==> config.mk <==
export PLATFORM = sky130hd
export DESIGN_NAME = fetch_unit_flat
export DESIGN_NICKNAME = d
export VERILOG_FILES = /design/src/rtl/isa_pkg.sv /design/src/rtl/fetch_unit_if.sv /design/src/rtl/fetch_unit.sv /design/src/flat_wrapper.sv
export SDC_FILE = /design/constraint.sdc
export NUM_CORES = 1
export LEC_CHECK = 0
export CAP_MARGIN = 20
export CORE_ASPECT_RATIO = 1.2
export CORE_MARGIN = 2
export CORE_UTILIZATION = 45
export CTS_CLUSTER_SIZE = 20
export DETAILED_ROUTE_END_ITERATION = 16
export MAX_ROUTING_LAYER = met4
export PLACE_DENSITY_LB_ADDON = 0.25
export REMOVE_ABC_BUFFERS = 1
export SETUP_SLACK_MARGIN = 0.05
export SYNTH_ARGS = -nofsm -noshare
export SYNTH_HDL_FRONTEND = slang
export SYNTH_SLANG_ARGS = --single-unit
==> constraint.sdc <==
create_clock -name clk -period 3.65 [get_ports clk]
set_clock_uncertainty 0.15 [all_clocks]
set_input_delay 0.5475 -clock clk [delete_from_list [all_inputs] [get_ports clk]]
set_output_delay 0.5475 -clock clk [all_outputs]
set_load 0.02 [all_outputs]
==> src/rtl/isa_pkg.sv <==
// Shared ISA definitions for the instruction sequencer: field widths, opcode
// constants, datapath-op classification and the fetch FSM state type.
package isa_pkg;

  localparam int OPC_W   = 5;
  localparam int OPR_W   = 12;
  localparam int INSTR_W = OPC_W + OPR_W;

  localparam logic [OPC_W-1:0] OP_LDAC  = 5'd3;
  localparam logic [OPC_W-1:0] OP_LDIAC = 5'd5;
  localparam logic [OPC_W-1:0] OP_STAC  = 5'd8;
  localparam logic [OPC_W-1:0] OP_MVAC  = 5'd9;
  localparam logic [OPC_W-1:0] OP_MOVR  = 5'd10;
  localparam logic [OPC_W-1:0] OP_ADD   = 5'd19;
  localparam logic [OPC_W-1:0] OP_SUB   = 5'd20;
  localparam logic [OPC_W-1:0] OP_INAC  = 5'd23;
  localparam logic [OPC_W-1:0] OP_JPNZ  = 5'd24;
  localparam logic [OPC_W-1:0] OP_JMPZ  = 5'd26;
  localparam logic [OPC_W-1:0] OP_NOP   = 5'd28;
  localparam logic [OPC_W-1:0] OP_CLAC  = 5'd30;
  localparam logic [OPC_W-1:0] OP_ENDOP = 5'd31;

  // Codes 3, 5, 8..23 and 30 are executed by the datapath; everything else
  // is either resolved locally by the sequencer or undefined.
  function automatic logic is_datapath_op(input logic [OPC_W-1:0] opc);
    return (opc == OP_LDAC) || (opc == OP_LDIAC) || (opc == OP_CLAC) ||
           ((opc >= OP_STAC) && (opc <= OP_INAC));
  endfunction

  typedef enum logic [2:0] {
    IDLE   = 3'd0,
    FETCH  = 3'd1,
    DECODE = 3'd2,
    ISSUE  = 3'd3,
    HALT   = 3'd4
  } fetch_state_t;

endpackage

==> src/rtl/fetch_unit_if.sv <==
// Issue/retire handshake between the sequencer and the datapath, plus the
// datapath zero flag consumed by conditional branches.
interface fetch_unit_if #(
  parameter int OPC_W = 5,
  parameter int OPR_W = 12
) ();

  logic             op_valid;
  logic [OPC_W-1:0] opcode;
  logic [OPR_W-1:0] operand;
  logic             op_ready;
  logic             z_flag;

  modport master (
    output op_valid,
    output opcode,
    output operand,
    input  op_ready,
    input  z_flag
  );

  modport slave (
    input  op_valid,
    input  opcode,
    input  operand,
    output op_ready,
    output z_flag
  );

endinterface

==> src/rtl/fetch_unit.sv <==
// Instruction sequencer: owns the PC, fetches from a 1-cycle-latency ROM,
// resolves branches/nop/endop locally and issues datapath ops over dp.
module fetch_unit
  import isa_pkg::*;
#(
  parameter int ADDR_W = 11,
  parameter int CNT_W  = 16
) (
  input  logic               clk,
  input  logic               rst,
  input  logic               start,
  output logic [ADDR_W-1:0]  pc_out,
  input  logic [INSTR_W-1:0] instr_in,
  fetch_unit_if.master       dp,
  output logic               busy,
  output logic               halted,
  output logic               illegal,
  output logic [CNT_W-1:0]   instr_count
);

  fetch_state_t       state_q, state_d;
  logic [ADDR_W-1:0]  pc_q, pc_d;
  logic [OPC_W-1:0]   opcode_q, opcode_d;
  logic [OPR_W-1:0]   operand_q, operand_d;
  logic               op_valid_q, op_valid_d;
  logic               busy_q, busy_d;
  logic               halted_q, halted_d;
  logic               illegal_q, illegal_d;
  logic [CNT_W-1:0]   cnt_q, cnt_d;

  logic [OPC_W-1:0]   dec_opc;
  logic [OPR_W-1:0]   dec_opr;
  logic [ADDR_W-1:0]  pc_inc;
  logic [ADDR_W-1:0]  br_target;
  logic [CNT_W-1:0]   cnt_inc;

  assign dec_opc   = instr_in[INSTR_W-1 -: OPC_W];
  assign dec_opr   = instr_in[OPR_W-1:0];
  assign pc_inc    = pc_q + ADDR_W'(1);
  assign br_target = dec_opr[ADDR_W-1:0];
  assign cnt_inc   = (cnt_q == '1) ? cnt_q : cnt_q + CNT_W'(1);

  always_comb begin
    state_d   = state_q;
    pc_d      = pc_q;
    opcode_d  = opcode_q;
    operand_d = operand_q;
    illegal_d = illegal_q;
    cnt_d     = cnt_q;

    unique case (state_q)
      IDLE, HALT: begin
        if (start) begin
          state_d   = FETCH;
          pc_d      = '0;
          cnt_d     = '0;
          illegal_d = 1'b0;
        end
      end

      FETCH: state_d = DECODE;

      DECODE: begin
        // The IR is loaded every decode so opcode/operand are already stable
        // on the cycle op_valid rises.
        opcode_d  = dec_opc;
        operand_d = dec_opr;
        if (dec_opc == OP_JPNZ) begin
          pc_d    = dp.z_flag ? pc_inc : br_target;
          cnt_d   = cnt_inc;
          state_d = FETCH;
        end else if (dec_opc == OP_JMPZ) begin
          pc_d    = dp.z_flag ? br_target : pc_inc;
          cnt_d   = cnt_inc;
          state_d = FETCH;
        end else if (dec_opc == OP_ENDOP) begin
          cnt_d   = cnt_inc;
          state_d = HALT;
        end else if (is_datapath_op(dec_opc)) begin
          state_d = ISSUE;
        end else begin
          // nop and undefined codes both just advance; undefined ones flag.
          if (dec_opc != OP_NOP) illegal_d = 1'b1;
          pc_d    = pc_inc;
          cnt_d   = cnt_inc;
          state_d = FETCH;
        end
      end

      ISSUE: begin
        if (op_valid_q && dp.op_ready) begin
          pc_d    = pc_inc;
          cnt_d   = cnt_inc;
          state_d = FETCH;
        end
      end

      default: state_d = IDLE;
    endcase

    op_valid_d = (state_d == ISSUE);
    busy_d     = (state_d == FETCH) || (state_d == DECODE) || (state_d == ISSUE);
    halted_d   = (state_d == HALT);
  end

  always_ff @(posedge clk) begin
    if (rst) begin
      state_q    <= IDLE;
      pc_q       <= '0;
      opcode_q   <= '0;
      operand_q  <= '0;
      op_valid_q <= 1'b0;
      busy_q     <= 1'b0;
      halted_q   <= 1'b0;
      illegal_q  <= 1'b0;
      cnt_q      <= '0;
    end else begin
      state_q    <= state_d;
      pc_q       <= pc_d;
      opcode_q   <= opcode_d;
      operand_q  <= operand_d;
      op_valid_q <= op_valid_d;
      busy_q     <= busy_d;
      halted_q   <= halted_d;
      illegal_q  <= illegal_d;
      cnt_q      <= cnt_d;
    end
  end

  assign pc_out      = pc_q;
  assign dp.op_valid = op_valid_q;
  assign dp.opcode   = opcode_q;
  assign dp.operand  = operand_q;
  assign busy        = busy_q;
  assign halted      = halted_q;
  assign illegal     = illegal_q;
  assign instr_count = cnt_q;

endmodule

==> src/flat_wrapper.sv <==
// flat-port wrapper written by rule: the top's interface ports become plain ports
module fetch_unit_flat import isa_pkg::*;
#(
  parameter int ADDR_W = 11,
  parameter int CNT_W  = 16
)
  (clk, rst, start, pc_out, instr_in, busy, halted, illegal, instr_count, dp_op_valid, dp_opcode, dp_operand, dp_op_ready, dp_z_flag);
  fetch_unit_if #(.OPC_W(OPC_W), .OPR_W(OPR_W)) dp_i ();
  input  logic clk;
  input  logic rst;
  input  logic start;
  output logic [ADDR_W-1:0] pc_out;
  input  logic [INSTR_W-1:0] instr_in;
  output logic busy;
  output logic halted;
  output logic illegal;
  output logic [CNT_W-1:0] instr_count;
  output wire logic [$bits(dp_i.op_valid)-1:0] dp_op_valid;
  output wire logic [$bits(dp_i.opcode)-1:0] dp_opcode;
  output wire logic [$bits(dp_i.operand)-1:0] dp_operand;
  input wire logic [$bits(dp_i.op_ready)-1:0] dp_op_ready;
  input wire logic [$bits(dp_i.z_flag)-1:0] dp_z_flag;
  assign dp_op_valid = dp_i.op_valid;
  assign dp_opcode = dp_i.opcode;
  assign dp_operand = dp_i.operand;
  assign dp_i.op_ready = dp_op_ready;
  assign dp_i.z_flag = dp_z_flag;
  fetch_unit #(.ADDR_W(ADDR_W), .CNT_W(CNT_W)) u_core (.clk(clk), .rst(rst), .start(start), .pc_out(pc_out), .instr_in(instr_in), .dp(dp_i), .busy(busy), .halted(halted), .illegal(illegal), .instr_count(instr_count));
endmodule
# Word-level counts from Yosys, hierarchy flattened
# Cells that the tools add are included.
[classes]
n_lt_le_gt_ge = 2
reduce_logical = 14
n_bitwise = 0
muxes = 31
eq_ne = 26
n_addsub = 2
multipliers = 0
div_mod_pow = 0
shift = 0
[op_table]
columns = ["cell", "count"]
rows = [
  ["$mux 16", 7],
  ["$mux 11", 8],
  ["$pmux 16 s3", 1],
  ["$pmux 11 s3", 1],
  ["$eq 5x5->1 const B", 4],
  ["$add 16x1->16 const B", 1],
  ["$eq 16x16->1 const B", 1],
  ["$mux 3", 5],
  ["$eq 3x2->1 const B", 4],
  ["$pmux 3 s4", 1],
  ["$add 11x1->11 const B", 1],
  ["$ne 2x2->1 const B", 5],
  ["$ne 4x2->1 const B", 2],
  ["$reduce_and 7->1", 1],
  ["$eq 3x1->1 const B", 2],
  ["$eq 3x3->1 const B", 2],
  ["$mux 1", 6],
  ["$eq 5x2->1 const B", 1],
  ["$eq 5x3->1 const B", 1],
  ["$ge 5x4->1 const B", 1],
  ["$le 5x5->1 const B", 1],
  ["$logic_or 1x1->1", 5],
  ["$ne 5x2->1 const B", 1],
  ["$ne 5x5->1 const B", 1],
  ["10 further kinds", 12],
]
[totals]
n_memories = 0
output_inout_bits = 48
inputBits = 22
romBits = 0
latch_bits = 0
ram_bits = 0
wordCells = 84
reg_bits = 51

# Longest topological paths before layout
[logic_depth]
word_depth = 12
mapped_depth = 9
depth_no_buf = 6

# Worst setup path after synthesis
# Ideal clock, no wire load.
[synth_timing]
path_type = "input port to flip-flop"
start = "input instr_in[13]"
end = "register u_core.cnt_q[14], in the netlist u_core.instr_count[14]"
required_time_ns = 3.430
slack_ns = 1.268
setup_ns = 0.070
arrival_ns = 2.161
cell_stages = 7
path_buffers = 2
path_cell_list = "buf_6 xor2_2 a211oi_4 o31ai_4 buf_6 or4_1 a21oi_1"
[synth_via]
elab_chain_len = 6
word_cells_on_any_way = 18
classes_between = "order compare (2); eq/ne (7); mux (4); reduce/logical (5)"
[synth_rtl]
columns = ["element", "line", "rtl"]
rows = [
  ["start, declared", "flat_wrapper.sv:13", "input logic [INSTR_W-1:0] instr_in;"],
  ["branches (longest 6 deep; another with $ge 5x4->1)", "--", ""],
  ["end signal, assigned", "fetch_unit.sv:126", "cnt_q <= cnt_d;"],
  ["end, declared", "fetch_unit.sv:29", "logic [CNT_W-1:0] cnt_q, cnt_d;"],
]
# Several ways; the timed one is not identified.
# A chain may end at the register's enable or synchronous reset.

# Worst setup path in the final report
[layout_timing]
start = "input instr_in[13]"
end = "register u_core.cnt_q[13], in the netlist u_core.instr_count[13]"
# Same word-level chain as after synthesis.

==> impl_metrics.ini <==
[outcome]
status = completed

[setup_path]
worstSetupStartpointType = input pin
crit_family = compound AO/OA/AOI/OAI gates
reg2regPathDepth = 6
cp.arrival_ns = 2.83
path_cells = clkdlybuf4s50_1, xor2_2, a211oi_4, o31ai_4, or4_1, a21oi_1
critPathRequiredTime_ns = 3.73
cp-end-kind = flip-flop
path_max_fanout = 28
worst-path-buf-inv = 1
crit_path_max_incr_delay_ns = 0.56
crit_type = in2reg
path_depth = 6
crit_path_top_delay_cell = clkdlybuf4s50_1

[timing]
worst_pin_slew_ns = 0.905
slew_viol_final = 0
grt_setup_unrepaired = false
fin_tns_setup_ns = 0
hold_viol_final = 0
setup_ws_ns = 0.896
hold_slack_ns = 0.311
fin_crit_sh_pct = 75.5
fin_crit_ns = 2.75
fmax_mhz = 363
setup_violations = 0
slew_headroom_pct = 39.7

[grt]
gr-total-overflow = 0
grt_usage_pct = 22.6
grt_max_degree = 29
grt_pass1_wl_um = 11200
grt_pass1_vias = 2465
grt_antenna_before_repair = 0

[synth]
syn_area_um2 = 2570
ys_async_sr_fraction_pct = 0
synth_warnings = 0
synthCells = 312
synth_cell_type_count = 52
synth_ff_type = dfxtp_1
synth_edf_count = 0
avgSynthCellArea_um2 = 8.23
yosysSeqAreaShare_pct = 39.8
ys_seq_elements = 51

[pwr]
pwr-share-clk_pct = 29.3
cellLeakagePower_nw = 1.13
seqPwrFrac_pct = 53.3
power.switching_w = 0.000316
switching_share_pct = 28.6
peakVddDrop_mv = 0.178
intPower_w = 0.000787
p_comb_share_pct = 17.4
powerDensity_nw_per_um2 = 325

[cts]
numCtsBuffers = 5
path_clk_slew_ns = 0.09
clkLatencyLatePin_ns = 0.30
cts_setup_buffers = 0
cts_tree = done
cts_hold_buffers = 0
root_buffer = clkbuf_8
clk_path_buf_depth = 2
cts.sinks = 51
htreeDepth = 2
cts_resized = 0

[floorplanning]
die_h_um = 86.7
core_um2 = 5590
fp.dieW_um = 73.0
fp.dieArea_um2 = 6330
fp-row-count = 30
io_pins = 70
initial_utilization_pct = 45.9

[detailed_routing]
via_per_inst = 5.98
drc = 0
ant_nets = 0
firstDrtPassIters = 4
wl_per_cell_um = 15.5
vias = 2638
drt_iter0_markers = 112
wirelength_um = 6830

[hold_path]
hold_path.class = reg2reg
hold_depth = 2

[layout]
n_antenna_cell = 0
utilization_pct = 60.6
stdcell_count = 441
final_cell_mix = 69 x clkdlybuf4s50_1, 57 x nand2_1, 51 x dfxtp_1
fillerInstances = 525
layout.nets = 400
layout_commonest_cell = clkdlybuf4s50_1
multiInputGateArea_um2 = 1440
drive_above_1_share_pct = 6.90
seq_area_um2 = 1020
area_delta_synth_final_pct = 32.1

[run]
drv_cap = 0

[placed_design]
place_hpwl_um = 4820
dp_slack_ns = 0.600
port_buffers = 69
place_inst = 433
gp_congestion = 0.857
layout make-up:
class / count / share of cell area [%]
multi-input combinational: 236 / 42.4
sequential: 51 / 30.1
timing repair buffer: 76 / 21.9
tap: 64 / 2.36
clock buffer: 6 / 2.14
inverter: 6 / 0.664
clock inverter: 2 / 0.369
synthesized netlist by cell type, types with 2 or more instances:
master | count | area [um2]
a211oi_1 | 2 | 15.0
a21o_1 | 3 | 22.5
a21oi_1 | 38 | 190
a221o_1 | 4 | 40.0
a31oi_1 | 6 | 37.5
and2_1 | 5 | 31.3
and3_1 | 4 | 25.0
buf_2 | 3 | 15.0
buf_6 | 2 | 22.5
clkbuf_1 | 12 | 45.0
dfxtp_1 | 51 | 1020
ha_1 | 2 | 25.0
inv_1 | 6 | 22.5
mux2i_1 | 4 | 40.0
nand2_1 | 57 | 214
nand2b_1 | 2 | 12.5
nand3_1 | 13 | 65.1
nand3b_1 | 2 | 15.0
nand4_1 | 7 | 43.8
nor2_1 | 9 | 33.8
nor2b_1 | 2 | 12.5
nor3_1 | 5 | 25.0
nor4_1 | 3 | 18.8
o21a_1 | 3 | 22.5
o21ai_0 | 8 | 40.0
o31a_1 | 2 | 17.5
o31ai_1 | 13 | 97.6
o32ai_1 | 3 | 26.3
or3_1 | 3 | 18.8
or4_1 | 14 | 105
or4b_2 | 2 | 20.0
xor2_1 | 2 | 17.5
state kept, by name, indices dropped and copies added (netlist names):
signal              flops
u_core.dp.opcode        5
u_core.dp.op_valid      1
u_core.busy             1
u_core.illegal          1
u_core.halted           1
u_core.instr_count     16
u_core.state_q          3
u_core.dp.operand      12
u_core.pc_out          11
power by group through the flow:
stage	Combinational [W]	Sequential (W)	Clock (W)
6_report	0.000191	0.000588	0.000323
5_1_grt	0.000209	0.000591	0.000355
4_1_cts	0.000192	0.000588	0.000330
3_5_place_dp	0.000191	0.000600	0
3_3_place_gp	0.000188	0.000600	0
2_1_floorplan	0.0000806	0.000615	0
routing by layer:
metal  vias to the layer above  share of wire (%)  GRT usage, %
met5                         -                  0             -
met2                        89                 49          37.4
met4                         0                2.7          9.43
met3                        16                4.4          3.60
li1                       1292                  -             -
met1                      1241                 43          27.2
worst paths after layout:
| kind | from | end | slack (ns) |
|---|---|---|---|
| worst min register to register | u_core.dp.operand[2]$_SDFFE_PP0P_ | u_core.dp.operand[2]$_SDFFE_PP0P_ | 0.31 |
| worst max-delay path | instr_in[13] | u_core.instr_count[13]$_SDFFE_PP0P_ | 0.90 |
| worst min-delay path | u_core.dp.operand[2]$_SDFFE_PP0P_ | u_core.dp.operand[2]$_SDFFE_PP0P_ | 0.31 |
| worst max register to register | u_core.state_q[1]$_SDFF_PP0_ | u_core.instr_count[1]$_SDFFE_PP0P_ | 0.98 |
tightest hold or removal path, cell delays in order, from the launching register on:
cell and delay [ns]:
dfxtp_1 0.32, nand2_1 0.05, a21oi_1 0.05
kinds of logic after synthesis:
group                    after synthesis  share of synthesized area, %
flip-flops                            51                          39.8
buffers and inverters                 25                          4.43
XOR/XNOR                               3                          1.32
AO/OA/AOI/OAI                         95                          25.5
adder cells (fa/ha/maj)                2                         0.975
AND/OR/NAND/NOR                      132                          26.5
multiplexers                           4                          1.56
metrics by stage:
step	power, W	cell area [um2]
6_report	0.00110	3390
5_1_grt	0.00115	3390
4_1_cts	0.00111	3390
3_5_place_dp	0.000791	3310
3_3_place_gp	0.000788	3310
2_1_floorplan	0.000695	2480
Power figures use the tool's default switching activity.
